File: src/rtl/stream_fifo_pkg.sv
// rtl/stream_fifo_pkg.sv - default geometry shared by the stream FIFO slice
package stream_fifo_pkg;

    // Default RAM address width (depth = 2**DEF_ASIZE) and data width.
    localparam int DEF_ASIZE = 3;
    localparam int DEF_DSIZE = 8;

endpackage

File: src/rtl/stream_fifo_if.sv
// rtl/stream_fifo_if.sv - valid/ready handshake bundle between producer, FIFO and consumer
interface stream_fifo_if
    import stream_fifo_pkg::*;
#(
    parameter int ASIZE = DEF_ASIZE,
    parameter int DSIZE = DEF_DSIZE
);
    logic             i_valid;
    logic [DSIZE-1:0] i_data;
    logic             o_ready;
    logic             o_valid;
    logic [DSIZE-1:0] o_data;
    logic             i_ready;
    logic [ASIZE:0]   o_level;

    // FIFO side: consumes the upstream word and the downstream ready.
    modport slave (
        input  i_valid, i_data, i_ready,
        output o_ready, o_valid, o_data, o_level
    );

    // Environment side: drives upstream words and downstream ready.
    modport master (
        output i_valid, i_data, i_ready,
        input  o_ready, o_valid, o_data, o_level
    );
endinterface

File: src/rtl/stream_fifo_dualram.sv
// rtl/stream_fifo_dualram.sv - storage array with one synchronous write port and one combinational read port
module dualram
    import stream_fifo_pkg::*;
#(
    parameter int ASIZE = DEF_ASIZE,
    parameter int DSIZE = DEF_DSIZE
) (
    input  logic             i_clk,
    input  logic             i_we,
    input  logic [ASIZE-1:0] i_waddr,
    input  logic [DSIZE-1:0] i_wdata,
    input  logic [ASIZE-1:0] i_raddr,
    output logic [DSIZE-1:0] o_rdata
);
    logic [DSIZE-1:0] mem [0:(1<<ASIZE)-1];

    // Contents are deliberately not reset; pointers alone define what is valid.
    always_ff @(posedge i_clk) begin
        if (i_we) begin
            mem[i_waddr] <= i_wdata;
        end
    end

    assign o_rdata = mem[i_raddr];
endmodule

File: src/rtl/stream_fifo.sv
// rtl/stream_fifo.sv - single-clock valid/ready FIFO with RAM storage and a registered head word
module stream_fifo
    import stream_fifo_pkg::*;
#(
    parameter int ASIZE = DEF_ASIZE,
    parameter int DSIZE = DEF_DSIZE
) (
    input  logic         i_clk,
    input  logic         i_rst_n,
    input  logic         i_clr,
    stream_fifo_if.slave bus
);
    localparam logic [ASIZE:0] PTR_ONE = 1;

    // Pointers carry one extra wrap bit so full and empty are distinguishable.
    logic [ASIZE:0]   wr_ptr;
    logic [ASIZE:0]   rd_ptr;
    logic             out_valid;
    logic [DSIZE-1:0] out_data;
    logic [DSIZE-1:0] ram_rdata;
    logic             ram_empty;
    logic             ram_full;
    logic             accept;
    logic             load;

    assign ram_empty = (wr_ptr == rd_ptr);
    assign ram_full  = (wr_ptr[ASIZE] != rd_ptr[ASIZE]) &&
                       (wr_ptr[ASIZE-1:0] == rd_ptr[ASIZE-1:0]);

    // Ready comes only from registered pointers, so a same-cycle load never frees a slot early.
    assign accept = bus.i_valid & ~ram_full;
    assign load   = ~ram_empty & (~out_valid | bus.i_ready);

    dualram #(
        .ASIZE (ASIZE),
        .DSIZE (DSIZE)
    ) u_ram (
        .i_clk   (i_clk),
        .i_we    (accept),
        .i_waddr (wr_ptr[ASIZE-1:0]),
        .i_wdata (bus.i_data),
        .i_raddr (rd_ptr[ASIZE-1:0]),
        .o_rdata (ram_rdata)
    );

    // Pointer advance; flush outranks any handshake in the same cycle.
    always_ff @(posedge i_clk or negedge i_rst_n) begin
        if (!i_rst_n) begin
            wr_ptr <= '0;
            rd_ptr <= '0;
        end else if (i_clr) begin
            wr_ptr <= '0;
            rd_ptr <= '0;
        end else begin
            if (accept) begin
                wr_ptr <= wr_ptr + PTR_ONE;
            end
            if (load) begin
                rd_ptr <= rd_ptr + PTR_ONE;
            end
        end
    end

    // Output register: refill from RAM when empty or consumed, drop valid when consumed with nothing behind it.
    always_ff @(posedge i_clk or negedge i_rst_n) begin
        if (!i_rst_n) begin
            out_valid <= 1'b0;
            out_data  <= '0;
        end else if (i_clr) begin
            out_valid <= 1'b0;
        end else if (load) begin
            out_valid <= 1'b1;
            out_data  <= ram_rdata;
        end else if (out_valid && bus.i_ready) begin
            out_valid <= 1'b0;
        end
    end

    assign bus.o_ready = ~ram_full;
    assign bus.o_valid = out_valid;
    assign bus.o_data  = out_data;
    assign bus.o_level = (wr_ptr - rd_ptr) + {{ASIZE{1'b0}}, out_valid};
endmodule

File: src/flat_wrapper.sv
// flat-port wrapper written by rule: the top's interface ports become plain ports
module stream_fifo_flat import stream_fifo_pkg::*;
#(
    parameter int ASIZE = DEF_ASIZE,
    parameter int DSIZE = DEF_DSIZE
)
  (i_clk, i_rst_n, i_clr, bus_i_valid, bus_i_data, bus_i_ready, bus_o_ready, bus_o_valid, bus_o_data, bus_o_level);
  stream_fifo_if #(.ASIZE(ASIZE), .DSIZE(DSIZE)) bus_i ();
  input  logic i_clk;
  input  logic i_rst_n;
  input  logic i_clr;
  input wire logic [$bits(bus_i.i_valid)-1:0] bus_i_valid;
  input wire logic [$bits(bus_i.i_data)-1:0] bus_i_data;
  input wire logic [$bits(bus_i.i_ready)-1:0] bus_i_ready;
  output wire logic [$bits(bus_i.o_ready)-1:0] bus_o_ready;
  output wire logic [$bits(bus_i.o_valid)-1:0] bus_o_valid;
  output wire logic [$bits(bus_i.o_data)-1:0] bus_o_data;
  output wire logic [$bits(bus_i.o_level)-1:0] bus_o_level;
  assign bus_i.i_valid = bus_i_valid;
  assign bus_i.i_data = bus_i_data;
  assign bus_i.i_ready = bus_i_ready;
  assign bus_o_ready = bus_i.o_ready;
  assign bus_o_valid = bus_i.o_valid;
  assign bus_o_data = bus_i.o_data;
  assign bus_o_level = bus_i.o_level;
  stream_fifo #(.ASIZE(ASIZE), .DSIZE(DSIZE)) u_core (.i_clk(i_clk), .i_rst_n(i_rst_n), .i_clr(i_clr), .bus(bus_i));
endmodule
File: config.mk
export PLATFORM = sky130hd
export DESIGN_NAME = stream_fifo_flat
export DESIGN_NICKNAME = d
export VERILOG_FILES = /design/src/rtl/stream_fifo_pkg.sv /design/src/rtl/stream_fifo_if.sv /design/src/rtl/stream_fifo_dualram.sv /design/src/rtl/stream_fifo.sv /design/src/flat_wrapper.sv
export SDC_FILE = /design/constraint.sdc
export NUM_CORES = 1
export LEC_CHECK = 0
export ABC_AREA = 1
export CAP_MARGIN = 20
export CORE_ASPECT_RATIO = 0.7
export CORE_MARGIN = 4
export CORE_UTILIZATION = 40
export CTS_BUF_LIST = sky130_fd_sc_hd__clkbuf_16
export CTS_CLUSTER_DIAMETER = 200
export DETAILED_ROUTE_END_ITERATION = 7
export SYNTH_ARGS = -nofsm -noshare
export SYNTH_HDL_FRONTEND = slang
export SYNTH_HIERARCHICAL = 1
export SYNTH_SLANG_ARGS = --single-unit
File: constraint.sdc
create_clock -name i_clk -period 5.2 [get_ports i_clk]
set_clock_uncertainty 0.15 [all_clocks]
set_input_delay 0.52 -clock i_clk [delete_from_list [all_inputs] [get_ports i_clk]]
set_output_delay 0.52 -clock i_clk [all_outputs]
set_load 0.01 [all_outputs]
==> impl_results.md <==
* Status: complete, no violations
* Final period util at 0.6879
* Met2 routed WL at 3813 um
* CTS tree: done
* Initial Util at 0.4104
* Total setup buffers inserted after CTS at 0
* Initial DRC count at 234
* Final hold violation count at 0
* I/O Buffers at 26
* Max-cap violations at 0
* Die area at 11660 sq um
* Combinational share of power at 0.331
* Vias per Instance at around 4.7
* Worst slew pin tran at 983.8 ps
* Row count at 30
* Routed met3 length at 435 um
* Switching share of total power at 0.3376
* CP Cell Sequence: inv_1 -> ha_1 -> ha_1 -> nand2_1 -> nand2_1 -> a21oi_1 -> nand3_1 -> nand2_1 -> clkdlybuf4s50_1
* Setup crit start kind: flip-flop
* Final worst slack at 1623 ps
* CTS Buffer Depth at 2
* Pin count of the biggest net entering global routing at 40
* Post-Route WL at 8425 um
* Worst min path class: flip-flop to flip-flop
* Ports at 27
* Sequential fraction of the synthesis area at 0.5883
* Yosys cell types at 23
* Pwr/cell area at about 450 nW/um^2
* Clock power share at 0.270
* Overflow left after global routing at 0
* Internal Power at 1.338 mW
* Critical Path Max Stage Delay at between 800 and 900 ps
* Routed Antenna Nets at 0
* DRC at 0
* First-pass GRT wire length at 13860 um
* Insertion delay of the later-clocked pin in the worst-skew pair at about 330 ps
* Clk sinks at 81
* Antenna cells at 0
* Clock Root Buffer: clkbuf_16
* Sw power at 682.1 uW
* Vias at about 2800
* Die height at 91.56 um
* RSZ-0062 raised after global routing: false
* Pre-antenna DRT Iters at 4
* R2r setup slk at a little over 2000 ps
* DR WL/cell at 14.35 um
* Worst path most repeated cell: nand2_1
* Worst Setup End Kind: output pin
* Area growth, synth to finish at 13.73%
* CTS HTree Levels at 3
* Setup Viol. Count Final at 0
* Worst vdd ir at ~0.17 mV
* Post-route cell area at between 4000 and 5000 sq um
* Non-filler cells in the finished layout at approximately 600
* Share of layout cells above drive strength 1 at 0.05882
* YS warnings at 6
* Gr usage total at 0.1560
* NumNets Final at 476
* Synthesized instance count at about 430
* Placed Instances at 571
* Num CTS Buffers at 9
* Final GP Congestion at 0.8701
* Slowest stage cell, crit path: dfrtp_1
* Reg clk slew, reported paths at 60 ps
* Synthesized Nets at around 450
* Post-DP HPWL at 5729 um
* Crit Path Class: flip-flop to output pin
* Leak at between 2 and 2.5 nW
* Min cycle time layout at 3577 ps
* Pins Over Slew Limit at 0
* Initial antenna violation count at 0
* Cell area after synthesis at 3990 sq um
* Die X at 127.4 um
* Max Used Layer: met4
* Sequential share of power at 0.399
* Dpl ws at 2002 ps
* FF+latch count, synth at 81
* WP data required at 4530 ps
* Slew HR at 0.3417
* Critical path arrival at between 2000 and 3000 ps
* Core ar. at just under 10000 sq um
* Post-Syn Area per Cell at approximately 9 sq um
* Max Freq at 279.6 MHz
* # hold bufs at CTS at 0
* Total negative slack at 0 ps
* Placed cell area at 4280 sq um
* Met1 Wirelength at about 4000 um
* CP Max Fanout at 22
* Post-CTS Resized at 0
* Number of global-route vias before repair at 2647
## registers in the layout (all words and copies together) (netlist names)
register,flops
u_core/wr_ptr,4
u_core/rd_ptr,4
u_core/bus.o_data,8
u_core/u_ram/mem,64
u_core/bus.o_valid,1
## cells in the final DEF (no fill, tap or decap), types with 2 or more instances in the layout
| master | n |
|---|---|
| nand2_1 | 156 |
| xor2_1 | 2 |
| inv_2 | 4 |
| nand2_2 | 5 |
| nand3_1 | 44 |
| inv_1 | 86 |
| clkbuf_16 | 9 |
| clkdlybuf4s50_1 | 26 |
| dfrtp_1 | 17 |
| edfxtp_1 | 64 |
| clkinv_2 | 2 |
| ha_1 | 8 |
| nand4_1 | 15 |
| nor2_1 | 10 |
## per-stage QoR
step / total power [mW] / utilization / hold WS [ps]
2_1_floorplan: 1.302 / - / 74.41
3_3_place_gp: 1.479 / 0.4403 / 308.3
3_5_place_dp: 1.496 / 0.4403 / 313.7
4_1_cts: 2.054 / 0.4668 / 327.4
5_1_grt: 2.160 / 0.4668 / 349.2
6_report: 2.021 / 0.4668 / 325.6
## critical path: cells and delay by family (launching register included)
kind,cells,cell delay [ps]
flops,1,850
fa+ha+maj,2,650
simple gates,4,270
buf+inv,2,640
compound gates,1,170
## path summary, 6_finish.rpt
| kind | from | endpoint | cells past startpoint |
|---|---|---|---|
| setup / recovery | u_core/rd_ptr[1] | bus_o_level[3] | 9 |
| min in group asynchronous | i_rst_n | u_core/bus.o_data[5] | 1 |
| max in group asynchronous | i_rst_n | u_core/bus.o_valid | 1 |
| hold / removal | u_core/bus.o_data[3] | u_core/bus.o_data[3] | 2 |
| setup reg to reg | u_core/rd_ptr[1] | u_core/u_ram/mem[0][4] | 9 |
| hold reg to reg | u_core/bus.o_data[3] | u_core/bus.o_data[3] | 2 |
## cell type report
type,instances,area (sq um)
tap,128,160.2
clock inverter,7,32.53
inverter,88,332.8
sequential,81,2347
clock buffer,9,225.2
timing repair buffer,27,267.8
fill,934,5184
multi-input combinational,247,1172
## cells in the mapped netlist, drive strengths merged
| library cell | instances | area [sq um] |
|---|---|---|
| xor2 | 2 | 17.52 |
| dfrtp | 17 | 425.4 |
| nand3 | 45 | 237.7 |
| nand2 | 162 | 628.1 |
| edfxtp | 64 | 1922 |
| a21oi | 1 | 5.000 |
| ha | 8 | 100.1 |
| nor2 | 11 | 48.80 |
| inv | 88 | 332.8 |
| xnor2 | 1 | 8.760 |
| nand4 | 16 | 106.4 |
| fa | 1 | 20.02 |
| buf | 15 | 137.6 |
## logic make-up after synthesis
kind of cell	after synthesis	share of synthesized area
XOR/XNOR	3	0.006586
flip-flops	81	0.5883
AO/OA/AOI/OAI	1	0.001253
AND/OR/NAND/NOR	234	0.2559
buffers and inverters	103	0.1179
adder cells (fa/ha/maj)	9	0.03010
## power groups by stage
| stage | Sequential, mW | Clock (mW) | Combinational (mW) |
|---|---|---|---|
| floorplan | 0.815 | 0 | 0.487 |
| global placement | 0.817 | 0 | 0.662 |
| detailed placement | 0.821 | 0 | 0.675 |
| CTS | 0.808 | 0.569 | 0.677 |
| global route | 0.815 | 0.590 | 0.754 |
| finish | 0.807 | 0.545 | 0.668 |
## per-layer routing
metal,track usage,vias to the layer above
met3,0.03998,7
met2,0.2285,62
li1,-,1403
met4,0.05804,0
met1,0.2223,1314
met5,0,-
Power figures use the tool's default switching activity.
